<file path="config.mk">
export PLATFORM = sky130hd
export DESIGN_NAME = rand_delay_timer
export DESIGN_NICKNAME = d
export VERILOG_FILES = /design/src/rtl/rand_delay_pkg.sv /design/src/rtl/rand_delay_timer_lfsr.sv /design/src/rtl/rand_delay_timer.sv
export SDC_FILE = /design/constraint.sdc
export NUM_CORES = 1
export LEC_CHECK = 0
export BUFFER_PORTS_ARGS = -buffer_cell sky130_fd_sc_hd__buf_2
export CAP_MARGIN = 5
export CORE_MARGIN = 3
export CORE_UTILIZATION = 58
export DETAILED_ROUTE_END_ITERATION = 12
export PLACE_DENSITY = 0.85
export SLEW_MARGIN = 20
export SYNTH_ARGS = -nofsm -noshare
export SYNTH_HDL_FRONTEND = slang
export SYNTH_SLANG_ARGS = --single-unit
export TNS_END_PERCENT = 1
</file>
<file path="constraint.sdc">
create_clock -name clk -period 3.5 [get_ports clk]
set_input_delay 0 -clock clk [delete_from_list [all_inputs] [get_ports clk]]
set_output_delay 0 -clock clk [all_outputs]
set_load 0.005 [all_outputs]
</file>
<file path="src/rtl/rand_delay_pkg.sv">
// Shared definitions for the random-delay timer: FSM state encoding,
// maximal-length LFSR tap table and the LFSR seed.
package rand_delay_pkg;

    typedef enum logic [1:0] {
        ST_IDLE     = 2'b00,
        ST_COUNTING = 2'b01,
        ST_FIRE     = 2'b10,
        ST_WAIT_LOW = 2'b11
    } state_e;

    // A non-zero seed keeps the LFSR out of its all-zero lock-up state.
    localparam int unsigned LFSR_SEED = 1;

    // Galois (right-shift) feedback masks giving a maximal-length sequence.
    function automatic logic [15:0] lfsr_taps(input int unsigned n);
        logic [15:0] taps;
        case (n)
            1:       taps = 16'h0001;
            2:       taps = 16'h0003;
            3:       taps = 16'h0006;
            4:       taps = 16'h000C;
            5:       taps = 16'h0014;
            6:       taps = 16'h0030;
            7:       taps = 16'h0060;
            8:       taps = 16'h00B8;
            9:       taps = 16'h0110;
            10:      taps = 16'h0240;
            11:      taps = 16'h0500;
            12:      taps = 16'h0829;
            13:      taps = 16'h100D;
            14:      taps = 16'h2015;
            15:      taps = 16'h6000;
            16:      taps = 16'hD008;
            default: taps = 16'h0060;
        endcase
        return taps;
    endfunction

endpackage

</file>
<file path="src/rtl/rand_delay_timer_lfsr.sv">
// Free-running N-bit Galois LFSR used as the random delay offset source.
module lfsr_n
    import rand_delay_pkg::*;
#(
    parameter int N = 7
) (
    input  logic         clk,
    input  logic         rst_n,
    input  logic         en,
    output logic [N-1:0] data_out
);

    localparam logic [15:0]  TAPS16 = lfsr_taps(N);
    localparam logic [N-1:0] TAPS   = N'(TAPS16);
    localparam logic [N-1:0] SEED   = N'(LFSR_SEED);

    logic [N-1:0] lfsr_q;
    logic [N-1:0] lfsr_d;

    always_comb begin
        lfsr_d = lfsr_q;
        if (en) begin
            lfsr_d = (lfsr_q >> 1) ^ (lfsr_q[0] ? TAPS : '0);
        end
    end

    always_ff @(posedge clk or negedge rst_n) begin
        if (!rst_n) begin
            lfsr_q <= SEED;
        end else begin
            lfsr_q <= lfsr_d;
        end
    end

    assign data_out = lfsr_q;

endmodule

</file>
<file path="src/rtl/rand_delay_timer.sv">
// Trigger-to-pulse delay timer with fixed or LFSR-randomised delay,
// abortable countdown and a configurable-width time_out pulse.
module rand_delay_timer
    import rand_delay_pkg::*;
#(
    parameter int WIDTH     = 10,
    parameter int RAND_W    = 7,
    parameter int PULSE_LEN = 1
) (
    input  logic             clk,
    input  logic             rst_n,
    input  logic             trigger,
    input  logic             abort,
    input  logic             mode_rand,
    input  logic [WIDTH-1:0] delay_fixed,
    input  logic [WIDTH-1:0] delay_min,
    output logic             time_out,
    output logic             busy,
    output logic [WIDTH-1:0] count
);

    localparam int              PCNT_W    = (PULSE_LEN > 1) ? $clog2(PULSE_LEN) : 1;
    localparam logic [PCNT_W-1:0] PCNT_LOAD = PCNT_W'(PULSE_LEN - 1);

    state_e            state_q, state_d;
    logic [WIDTH-1:0]  count_q, count_d;
    logic [PCNT_W-1:0] pcnt_q, pcnt_d;
    logic [RAND_W-1:0] lfsr_val;

    // Sum is formed one bit wider so an overflow clamps to all-ones.
    function automatic logic [WIDTH-1:0] sat_add(input logic [WIDTH-1:0] a,
                                                 input logic [WIDTH-1:0] b);
        logic [WIDTH:0] sum;
        sum = {1'b0, a} + {1'b0, b};
        return sum[WIDTH] ? '1 : sum[WIDTH-1:0];
    endfunction

    lfsr_n #(
        .N (RAND_W)
    ) u_lfsr (
        .clk      (clk),
        .rst_n    (rst_n),
        .en       (1'b1),
        .data_out (lfsr_val)
    );

    always_comb begin
        state_d = state_q;
        count_d = count_q;
        pcnt_d  = pcnt_q;
        case (state_q)
            ST_IDLE: begin
                if (trigger && !abort) begin
                    count_d = mode_rand ? sat_add(delay_min, WIDTH'(lfsr_val)) : delay_fixed;
                    state_d = ST_COUNTING;
                end
            end
            ST_COUNTING: begin
                if (abort) begin
                    count_d = '0;
                    state_d = ST_IDLE;
                end else if (count_q != '0) begin
                    count_d = count_q - WIDTH'(1);
                end else begin
                    pcnt_d  = PCNT_LOAD;
                    state_d = ST_FIRE;
                end
            end
            ST_FIRE: begin
                if (abort) begin
                    pcnt_d  = '0;
                    state_d = ST_IDLE;
                end else if (pcnt_q != '0) begin
                    pcnt_d = pcnt_q - PCNT_W'(1);
                end else begin
                    // A still-held trigger must drop before the next arm.
                    state_d = trigger ? ST_WAIT_LOW : ST_IDLE;
                end
            end
            ST_WAIT_LOW: begin
                if (!trigger) begin
                    state_d = ST_IDLE;
                end
            end
            default: begin
                count_d = '0;
                pcnt_d  = '0;
                state_d = ST_IDLE;
            end
        endcase
    end

    always_ff @(posedge clk or negedge rst_n) begin
        if (!rst_n) begin
            state_q <= ST_IDLE;
            count_q <= '0;
            pcnt_q  <= '0;
        end else begin
            state_q <= state_d;
            count_q <= count_d;
            pcnt_q  <= pcnt_d;
        end
    end

    assign time_out = (state_q == ST_FIRE);
    assign busy     = (state_q == ST_COUNTING) || (state_q == ST_FIRE);
    assign count    = (state_q == ST_COUNTING) ? count_q : '0;

endmodule

</file>
==> results.toml, run 1 <==
[placement]
dpl.cell_count = 261
hpwlAfterDp_mm = 3.59
gp_routability_congestion = 0.989
io_buffers = 36

[timing]
holdWs_ns = 0.00196
fin_crit_ns = 2.47
slew_viol_final = 0
setup_viol = 0
tightest_slew_ns = 0.614
fmax_mhz = 406
grt_setup_unrepaired = "no"
period_share_pct = 70.5
finalHoldViolCount = 0
relSlewSlack_pct = 58.6
tns_ns = 0
worst_clock_skew_ns = 0.00419

[yosys]
yosys.area.top_type = "dfrtp_1"
synth_cell_types = 51
synth_top_family_by_area = "compound AO/OA/AOI/OAI gates"
synth_fp_nets = 239
synth-compound-area-share_pct = 30.4
avgSynthCellArea_um2 = 8.34
yosysWarnings = 0
synth_edf_count = 0
yosys.area_share.simple_pct = 22.3
synth_ff_type = "dfrtp_1"
ys_seq_area_share_pct = 28.7
ys_ff_latch = 19
synth_top_area_share_pct = 27.1
synth_adder_area_share_pct = 11.8
synth-xor-area-share_pct = 1.58
synthArstFlopShare_pct = 100
syn_inst = 199
netlist_area_um2 = 1660
synth_area_leaders = "dfrtp_1 27%, ha_1 11%, o21ai_0 7.8%, nor2_1 4.1%, inv_1 3.6%"
synthMuxAreaShare_pct = 0

[clocking]
htree_num_levels = 1
cts_resized = 0
cts.sinks = 19
cts_tree = "done"
numCtsBuffers = 3
path_clk_slew_ns = 0.12
clock_latency_ns = 0.33
clock-root-buffer = "clkbuf_4"
cts_buffer_depth = 2

[layout]
final_cell_mix = "36 x buf_2, 26 x o21ai_0, 18 x nor2_1, 18 x dfrtp_1, 16 x inv_1"
area_growth_pct = 16.2
nets = 280
final_common_cell = "buf_2"
drive_gt1_share_pct = 20.5
n_fill_cell = 204
antenna_cells = 0
instances_no_fill = 269

[pwr]
power_leakage_uw = 0.000985
powerDensity_nw_per_um2 = 556
ir_drop_uv = 622
finalPower_uw = 1070

[drt]
routed_wl_mm = 4.55
viasPerCell = 6.51
post_drt_wl_per_cell_um = 16.9
via_count = 1751
dr.pass1.iters = 5
ant_nets = 0
drc = 0
drt_iter0_markers = 160

[floorplan]
dieArea_um2 = 3540
die_w_um = 59.5
rows = 18
initial_core_util_pct = 64.1
die_h_um = 59.5
design.core.area_um2 = 2590
io-pin-count = 37

[grt]
grt_pass1_wl_mm = 7.20
grt_max_degree = 20
grt_pass1_vias = 1549
grt.total_usage_pct = 27.1
met2_usage_pct = 44.6
grt_overflow = 0
gr-usage-met1_pct = 36.8
antenna_found_initial = 0
grt-busiest-layer = "met2"
grt_util_met3_pct = 3.49

[hold_path]
hold_depth = 4
hold_end = "state_q[1]$_DFFE_PN0P_"
hp-start = "abort"
min_path_type = "primary input to flop"

[job]
cap_viol_max_count = 0

[worst_setup_path]
r2r-end = "count_q[6]$_DFFE_PN0P_"
worstPathArrival_ns = 2.70
critical-path-top-delay-family = "compound AO/OA/AOI/OAI gates"
cp_num_buf_inv = 0
rrSetupSlack_ns = 1.03
cp-start-kind = "flop"
r2r_cells = 7
worstPathRequired_ns = 3.73
startpoint = "u_lfsr.data_out[0]$_DFF_PN1_"
critPathMaxFanout = 4
cp_slowest_cell = "a211oi_1"
r2r-start = "u_lfsr.data_out[0]$_DFF_PN1_"
critPathMaxStageDelay_ns = 0.47
crit_path_end_kind = "flop"
path_class = "flop to flop"
cp_cell_sequence = "ha_1, fa_1, a211oi_1, o21ai_0, a211oi_1, o21ai_0, a211o_1"

[run_status]
outcome = "completed"
[how the worst max path moves through the flow]
stage / end / slack, ns / cells past startpoint
floorplan: count_q[6]$_DFFE_PN0P_ / 1.32 / 7
global placement: count_q[6]$_DFFE_PN0P_ / 1.20 / 7
detailed placement: count_q[4]$_DFFE_PN0P_ / 1.09 / 7
CTS: count_q[4]$_DFFE_PN0P_ / 1.07 / 7
global route: count_q[7]$_DFFE_PN0P_ / 0.90 / 7
finish: count_q[6]$_DFFE_PN0P_ / 1.03 / 7
[final cells by class]
class | instances | area, um^2 | share of cell area (%)
clock buffer | 3 | 22.5 | 1.17
clock inverter | 1 | 7.51 | 0.389
inverter | 16 | 60.1 | 3.11
multi-input combinational | 159 | 1100 | 56.9
sequential | 19 | 477 | 24.7
tap | 30 | 37.5 | 1.95
timing repair buffer | 41 | 228 | 11.8
[cells by family (layout without fill, tap and decap cells)]
family,Yosys count,after routing
compound gates,76,76
xor+xnor,3,3
fa+ha+maj,15,15
buf+inv,21,61
flops,19,19
simple gates,65,65
[per-stage QoR]
stage	setup slack, ns	util (%)	cell area (um^2)
floorplan	1.32	-	1660
global placement	1.20	71.8	1860
detailed placement	1.09	71.8	1860
CTS	1.07	74.5	1930
global route	0.899	74.5	1930
finish	1.03	74.5	1930
[synth_stat cells (2+ instances only)]
| cell | n |
|---|---|
| a211o_1 | 3 |
| a211oi_1 | 5 |
| a21o_1 | 4 |
| a21oi_1 | 9 |
| a22oi_1 | 2 |
| a311oi_1 | 2 |
| a31oi_1 | 5 |
| a41oi_1 | 2 |
| and2_1 | 7 |
| and3_1 | 4 |
| clkbuf_1 | 4 |
| dfrtp_1 | 18 |
| ha_1 | 14 |
| inv_1 | 16 |
| nand2_1 | 10 |
| nand3_1 | 5 |
| nand3b_1 | 2 |
| nor2_1 | 18 |
| nor3_1 | 6 |
| nor4_1 | 3 |
| o211ai_1 | 3 |
| o21a_1 | 2 |
| o21ai_0 | 26 |
| xnor2_1 | 2 |
[sequential cells by signal, summed over array words and instances (netlist names)]
register,cells
u_lfsr.data_out,7
state_q,2
count_q,10
[power by group]
part | total [uW] | internal (uW) | switching [uW] | leakage [uW]
clock network | 127 | 43.9 | 83.5 | 0.0000139
logic | 609 | 257 | 352 | 0.000722
registers | 337 | 271 | 66.5 | 0.000249
total | 1070 | 572 | 502 | 0.000985
[timing repair]
action                    4_1_cts  5_1_grt
hold endpoints to repair       22        0
setup buffers                   0        0
hold buffers                    4        0
[worst min-delay path, delay by kind of cell]
family / cells / cell delay (ns)
AOI/OAI and AO/OA: 1 / 0.07
buffers and inverters: 1 / 0.12
and+or+nand+nor: 2 / 0.11
[routing by layer]
metal	vias up	wire length, um	share of wire, %
li1	827	-	-
met2	102	2210	49
met1	814	1870	41
met4	0	59	1.3
met5	-	0	0
met3	8	411	9.0
(Power assumes the default switching activity.)
==> inputs of run 2 (changes only) <==
--- a/config.mk
+++ b/config.mk
@@ -8,9 +8,9 @@
 export BUFFER_PORTS_ARGS = -buffer_cell sky130_fd_sc_hd__buf_2
 export CAP_MARGIN = 5
 export CORE_MARGIN = 3
-export CORE_UTILIZATION = 58
+export CORE_UTILIZATION = 49
 export DETAILED_ROUTE_END_ITERATION = 12
-export PLACE_DENSITY = 0.85
+export PLACE_DENSITY = 0.76
 export SLEW_MARGIN = 20
 export SYNTH_ARGS = -nofsm -noshare
 export SYNTH_HDL_FRONTEND = slang
==> constraint.sdc (replaced) <==
create_clock -name clk -period 2 [get_ports clk]
set_input_delay 0 -clock clk [delete_from_list [all_inputs] [get_ports clk]]
set_output_delay 0 -clock clk [all_outputs]
set_load 0.005 [all_outputs]
==> results.toml, run 2 (synthesized netlist as in run 1, its figures left out) <==
[run_status]
outcome = "complete, but fails checks"
violations = "negative hold slack"

[worst_setup_path]
critPathMaxFanout = 6
r2r-end = "count_q[1]$_DFFE_PN0P_"
worstPathRequired_ns = 2.20
critPathMaxStageDelay_ns = 0.40
r2r-start = "u_lfsr.data_out[0]$_DFF_PN1_"
cp_cell_sequence = "ha_4, fa_2, a211oi_4, o21ai_2, nand2_2, a311oi_1, o32a_1"
worstPathArrival_ns = 2.16
r2r_cells = 7
rrSetupSlack_ns = 0.04
cp_slowest_cell = "dfstp_2"
crit_path_end_kind = "flop"
cp-start-kind = "flop"
path_class = "flop to flop"

[timing]
tightest_slew_ns = 0.452
worst_clock_skew_ns = 0.0161
relSlewSlack_pct = 69.9
holdWs_ns = -0.00461
period_share_pct = 97.8
grt_setup_unrepaired = "yes"
fin_crit_ns = 1.96
finalHoldViolCount = 1
fmax_mhz = 511
setup_viol = 0
postLayoutSetupSlackWorst_ns = 0.0448
slew_viol_final = 0

[drt]
via_count = 1727
post_drt_wl_per_cell_um = 14.5
drt_iter0_markers = 135
drc = 0
ant_nets = 0
viasPerCell = 5.61
dr.pass1.iters = 4
routed_wl_mm = 4.46

[layout]
multi_input_area_um2 = 1180
n_fill_cell = 261
regArea_um2 = 477
regMostFlops = "count_q"
nets = 305
largest_reg_flops = 10
drive_gt1_share_pct = 33.7
final_cell_mix = "36 x buf_2, 26 x buf_4, 19 x o21ai_0, 18 x dfrtp_1, 17 x nor2_1"
instances_no_fill = 308
final_common_cell = "buf_2"
area_growth_pct = 33.4
antenna_cells = 0

[clocking]
clock-root-buffer = "clkbuf_4"
cts_buffer_depth = 2
cts_tree = "done"
clock_latency_ns = 0.32
htree_num_levels = 1
path_clk_slew_ns = 0.13
numCtsBuffers = 3
cts.sinks = 19

[pwr]
power_leakage_uw = 0.00112
powerDensity_nw_per_um2 = 941
ir_drop_uv = 572

[floorplan]
design.core.area_um2 = 3150
initial_core_util_pct = 52.7
rows = 20
die_w_um = 64.2
io-pin-count = 37
die_h_um = 64.2
dieArea_um2 = 4120

[grt]
grt.total_usage_pct = 22.5
antenna_found_initial = 0
grt_pass1_wl_mm = 7.33
grt_overflow = 0
grt_max_degree = 20
grt_pass1_vias = 1660

[placement]
post-place-ws_ns = -0.0428
hpwlAfterDp_mm = 3.51
io_buffers = 36
dpl.cell_count = 300
gp_routability_congestion = 0.905

[job]
cap_viol_max_count = 0

[hold_path]
min_path_type = "primary input to flop"
hp-start = "delay_fixed[6]"
hold_depth = 3
hold_end = "count_q[6]$_DFFE_PN0P_"
==> run 2: cell types whose count changed in the layout (fill, tap and decap cells not counted), moves of 3 or more <==
cell      change
a211oi_1      -3
o21ai_1       +5
o21ai_0       -7
buf_4        +25
==> run 2: layout make-up <==
type | instances | share of cell area [%]
repair buffers | 66 | 18.8
well taps | 44 | 2.49
inverters | 16 | 2.71
clock buffers | 4 | 1.19
multi-input cells | 159 | 53.3
flip-flops and latches | 19 | 21.5
==> run 2: worst max-delay path by stage <==
stage,from,end,slack (ns),depth (start not counted)
global placement,u_lfsr.data_out[0]$_DFF_PN1_,count_q[6]$_DFFE_PN0P_,-0.03,7
detailed placement,u_lfsr.data_out[0]$_DFF_PN1_,count_q[6]$_DFFE_PN0P_,-0.04,7
CTS,u_lfsr.data_out[0]$_DFF_PN1_,count_q[1]$_DFFE_PN0P_,-0.03,7
floorplan,u_lfsr.data_out[0]$_DFF_PN1_,count_q[6]$_DFFE_PN0P_,0.004,7
finish,u_lfsr.data_out[0]$_DFF_PN1_,count_q[1]$_DFFE_PN0P_,0.04,7
global route,u_lfsr.data_out[4]$_DFF_PN0_,count_q[0]$_DFFE_PN0P_,-0.09,7
==> run 2: stage by stage <==
step / hold slack, ns / instance area (um^2) / util, % / total power [uW] / setup TNS (ns)
6_report: -0.00461 / 2210 / 70.2 / 2080 / 0
5_1_grt: 0.0211 / 2210 / 70.2 / 2240 / -0.497
4_1_cts: 0.00370 / 2160 / 68.7 / 2030 / -0.168
3_5_place_dp: -0.0227 / 2070 / 65.7 / 1810 / -0.116
3_3_place_gp: -0.0336 / 2070 / 65.7 / 1790 / -0.0542
2_1_floorplan: -0.296 / 1670 / - / 1310 / 0
==> run 2: what timing repair did <==
action                                 CTS  global route
hold buffers                             3             0
resized for setup                       10            13
setup buffers                            0             1
endpoints found under the hold margin   21             0
pin swaps                               10             5
setup endpoints to repair                7            12
==> run 2: critical path, delay by kind of cell (launching register included) <==
family,cells,cell delay (ns)
compound gates,4,0.81
fa+ha+maj,2,0.53
flops,1,0.40
simple gates,1,0.13
==> run 2: routing by layer <==
layer | up-vias | wire length (um) | global-route usage [%]
met5 | - | 0 | 0
met1 | 782 | 1900 | 27.9
met4 | 0 | 104 | 10.6
li1 | 873 | - | -
met3 | 13 | 245 | 2.64
met2 | 59 | 2210 | 38.7
==> run 2: report_power, final <==
group / internal (uW) / switching (uW)
combinational: 637 / 686
clock: 78.1 / 135
sequential: 474 / 73.2
total: 1190 / 894
==> inputs of run 3 (changes only) <==
--- a/config.mk
+++ b/config.mk
@@ -7,10 +7,13 @@
 export LEC_CHECK = 0
 export BUFFER_PORTS_ARGS = -buffer_cell sky130_fd_sc_hd__buf_2
 export CAP_MARGIN = 5
+export CELL_PAD_IN_SITES_DETAIL_PLACEMENT = 0
+export CELL_PAD_IN_SITES_GLOBAL_PLACEMENT = 1
 export CORE_MARGIN = 3
-export CORE_UTILIZATION = 49
+export CORE_UTILIZATION = 37
+export CTS_BUF_LIST = sky130_fd_sc_hd__clkbuf_4 sky130_fd_sc_hd__clkbuf_8
 export DETAILED_ROUTE_END_ITERATION = 12
-export PLACE_DENSITY = 0.76
+export PLACE_DENSITY = 0.78
 export SLEW_MARGIN = 20
 export SYNTH_ARGS = -nofsm -noshare
 export SYNTH_HDL_FRONTEND = slang
==> results.toml, run 3 (synthesized netlist as in run 1, its figures left out) <==
[grt]
grt-busiest-layer = "met2"
grt_max_degree = 20
grt_pass1_wl_mm = 7.69
grt.total_usage_pct = 18.2
met2_usage_pct = 30.1
gr-usage-met1_pct = 25.4
grt_overflow = 0
grt_pass1_vias = 1643
antenna_found_initial = 0
grt_util_met3_pct = 1.93

[floorplan]
dieArea_um2 = 5330
initial_core_util_pct = 39.8
die_h_um = 73.0
die_w_um = 73.0
io-pin-count = 37
rows = 23
design.core.area_um2 = 4170

[clocking]
htree_num_levels = 1
cts_tree = "done"
cts.sinks = 19
clock-root-buffer = "clkbuf_8"
numCtsBuffers = 3
path_clk_slew_ns = 0.08
clock_latency_ns = 0.25
cts_buffer_depth = 2

[timing]
fmax_mhz = 486
setup_viol = 7
finalHoldViolCount = 0
tns_ns = -0.178
worst_clock_skew_ns = 0.00206
period_share_pct = 103
fin_crit_ns = 2.06
postLayoutSetupSlackWorst_ns = -0.0593
tightest_slew_ns = 0.479
slew_viol_final = 0
grt_setup_unrepaired = "yes"
relSlewSlack_pct = 67.8

[layout]
largest_reg_flops = 10
final_common_cell = "buf_2"
regMostFlops = "count_q"
final_cell_mix = "36 x buf_2, 30 x buf_4, 20 x o21ai_0, 18 x nor2_1, 18 x dfrtp_1"
antenna_cells = 0
drive_gt1_share_pct = 33.2
area_growth_pct = 33.5
nets = 306

[worst_setup_path]
critPathMaxFanout = 6
critical-path-top-delay-family = "compound AO/OA/AOI/OAI gates"
worstPathArrival_ns = 2.20
cp_num_buf_inv = 0
crit_path_end_kind = "flop"
cp-start-kind = "flop"
path_class = "flop to flop"
critPathMaxStageDelay_ns = 0.41
worstPathRequired_ns = 2.14
cp_cell_sequence = "ha_4, fa_2, a211oi_4, o21ai_2, nand2_2, o211ai_1, a221o_1"
cp_slowest_cell = "fa_2"

[drt]
drt_iter0_markers = 114
dr.pass1.iters = 5
ant_nets = 0
via_count = 1765
post_drt_wl_per_cell_um = 14.9
routed_wl_mm = 4.68
viasPerCell = 5.60
drc = 0

[run_status]
outcome = "complete, but fails checks"
violations = "negative setup slack"

[placement]
post-place-ws_ns = -0.101
hpwlAfterDp_mm = 3.81
io_buffers = 36
gp_routability_congestion = 0.873

[job]
cap_viol_max_count = 0

[hold_path]
min_path_type = "primary input to flop"

[pwr]
powerDensity_nw_per_um2 = 979
power_leakage_uw = 0.00113
ir_drop_uv = 314
## run 3: changes by cell type in the layout (fill, tap and decap cells not counted), sizes merged
cell	delta
dlygate4sd3	-2
clkinv	+1
clkbuf	-1
buf	+3
## run 3: area by class of cell
class                      instances  area (um^2)
multi-input combinational        159         1160
clock inverter                     1         5.00
fill                             391         1960
sequential                        19          477
timing repair buffer              67          415
inverter                          16         60.1
tap                               50         62.6
clock buffer                       3         41.3
## run 3: worst reg2reg max path: cells and delay by family (launching register included)
kind                       cells  cell delay, ns
AOI/OAI and AO/OA              4            0.86
DFF                            1            0.39
adders and majority gates      2            0.57
and+or+nand+nor                1            0.13
## run 3: per-stage QoR
stage	total power (uW)	util [%]	instances	hold slack, ns	area [um^2]
2_1_floorplan	1310	-	199	-0.296	1670
6_report	2170	53.1	315	0.0573	2220
3_5_place_dp	1870	50.6	310	-0.0314	2110
4_1_cts	2150	52.1	315	0.0535	2170
3_3_place_gp	1860	50.6	310	-0.0343	2110
5_1_grt	2350	53.1	315	0.0731	2220
## run 3: layer usage
metal  part of all wire, %  wire [um]
met1                    45       2130
met2                    48       2250
met3                   5.9        275
met4                  0.49         23
met5                     0          0
## run 3: worst paths after layout
check / start / to / slack, ns / cells past startpoint
max: u_lfsr.data_out[0]$_DFF_PN1_ / count_q[4]$_DFFE_PN0P_ / -0.06 / 7
min: delay_fixed[3] / count_q[3]$_DFFE_PN0P_ / 0.06 / 3
max reg2reg: u_lfsr.data_out[0]$_DFF_PN1_ / count_q[4]$_DFFE_PN0P_ / -0.06 / 7
min reg2reg: u_lfsr.data_out[4]$_DFF_PN0_ / u_lfsr.data_out[3]$_DFF_PN0_ / 0.39 / 0
max in group asynchronous: rst_n / u_lfsr.data_out[0]$_DFF_PN1_ / 1.43 / 2
min in group asynchronous: rst_n / state_q[1]$_DFFE_PN0P_ / 0.22 / 2
## run 3: repair_timing
item,4_1_cts,5_1_grt
buffers inserted,0,0
hold buffers,1,0
pin swaps,1,8
endpoints found under the setup margin,9,11
resized for setup,1,15
endpoints found under the hold margin,18,0
## run 3: power breakdown
part | switching, uW | total, uW | internal, uW
registers | 75.2 | 550 | 475
clock network | 133 | 271 | 138
logic | 711 | 1350 | 640
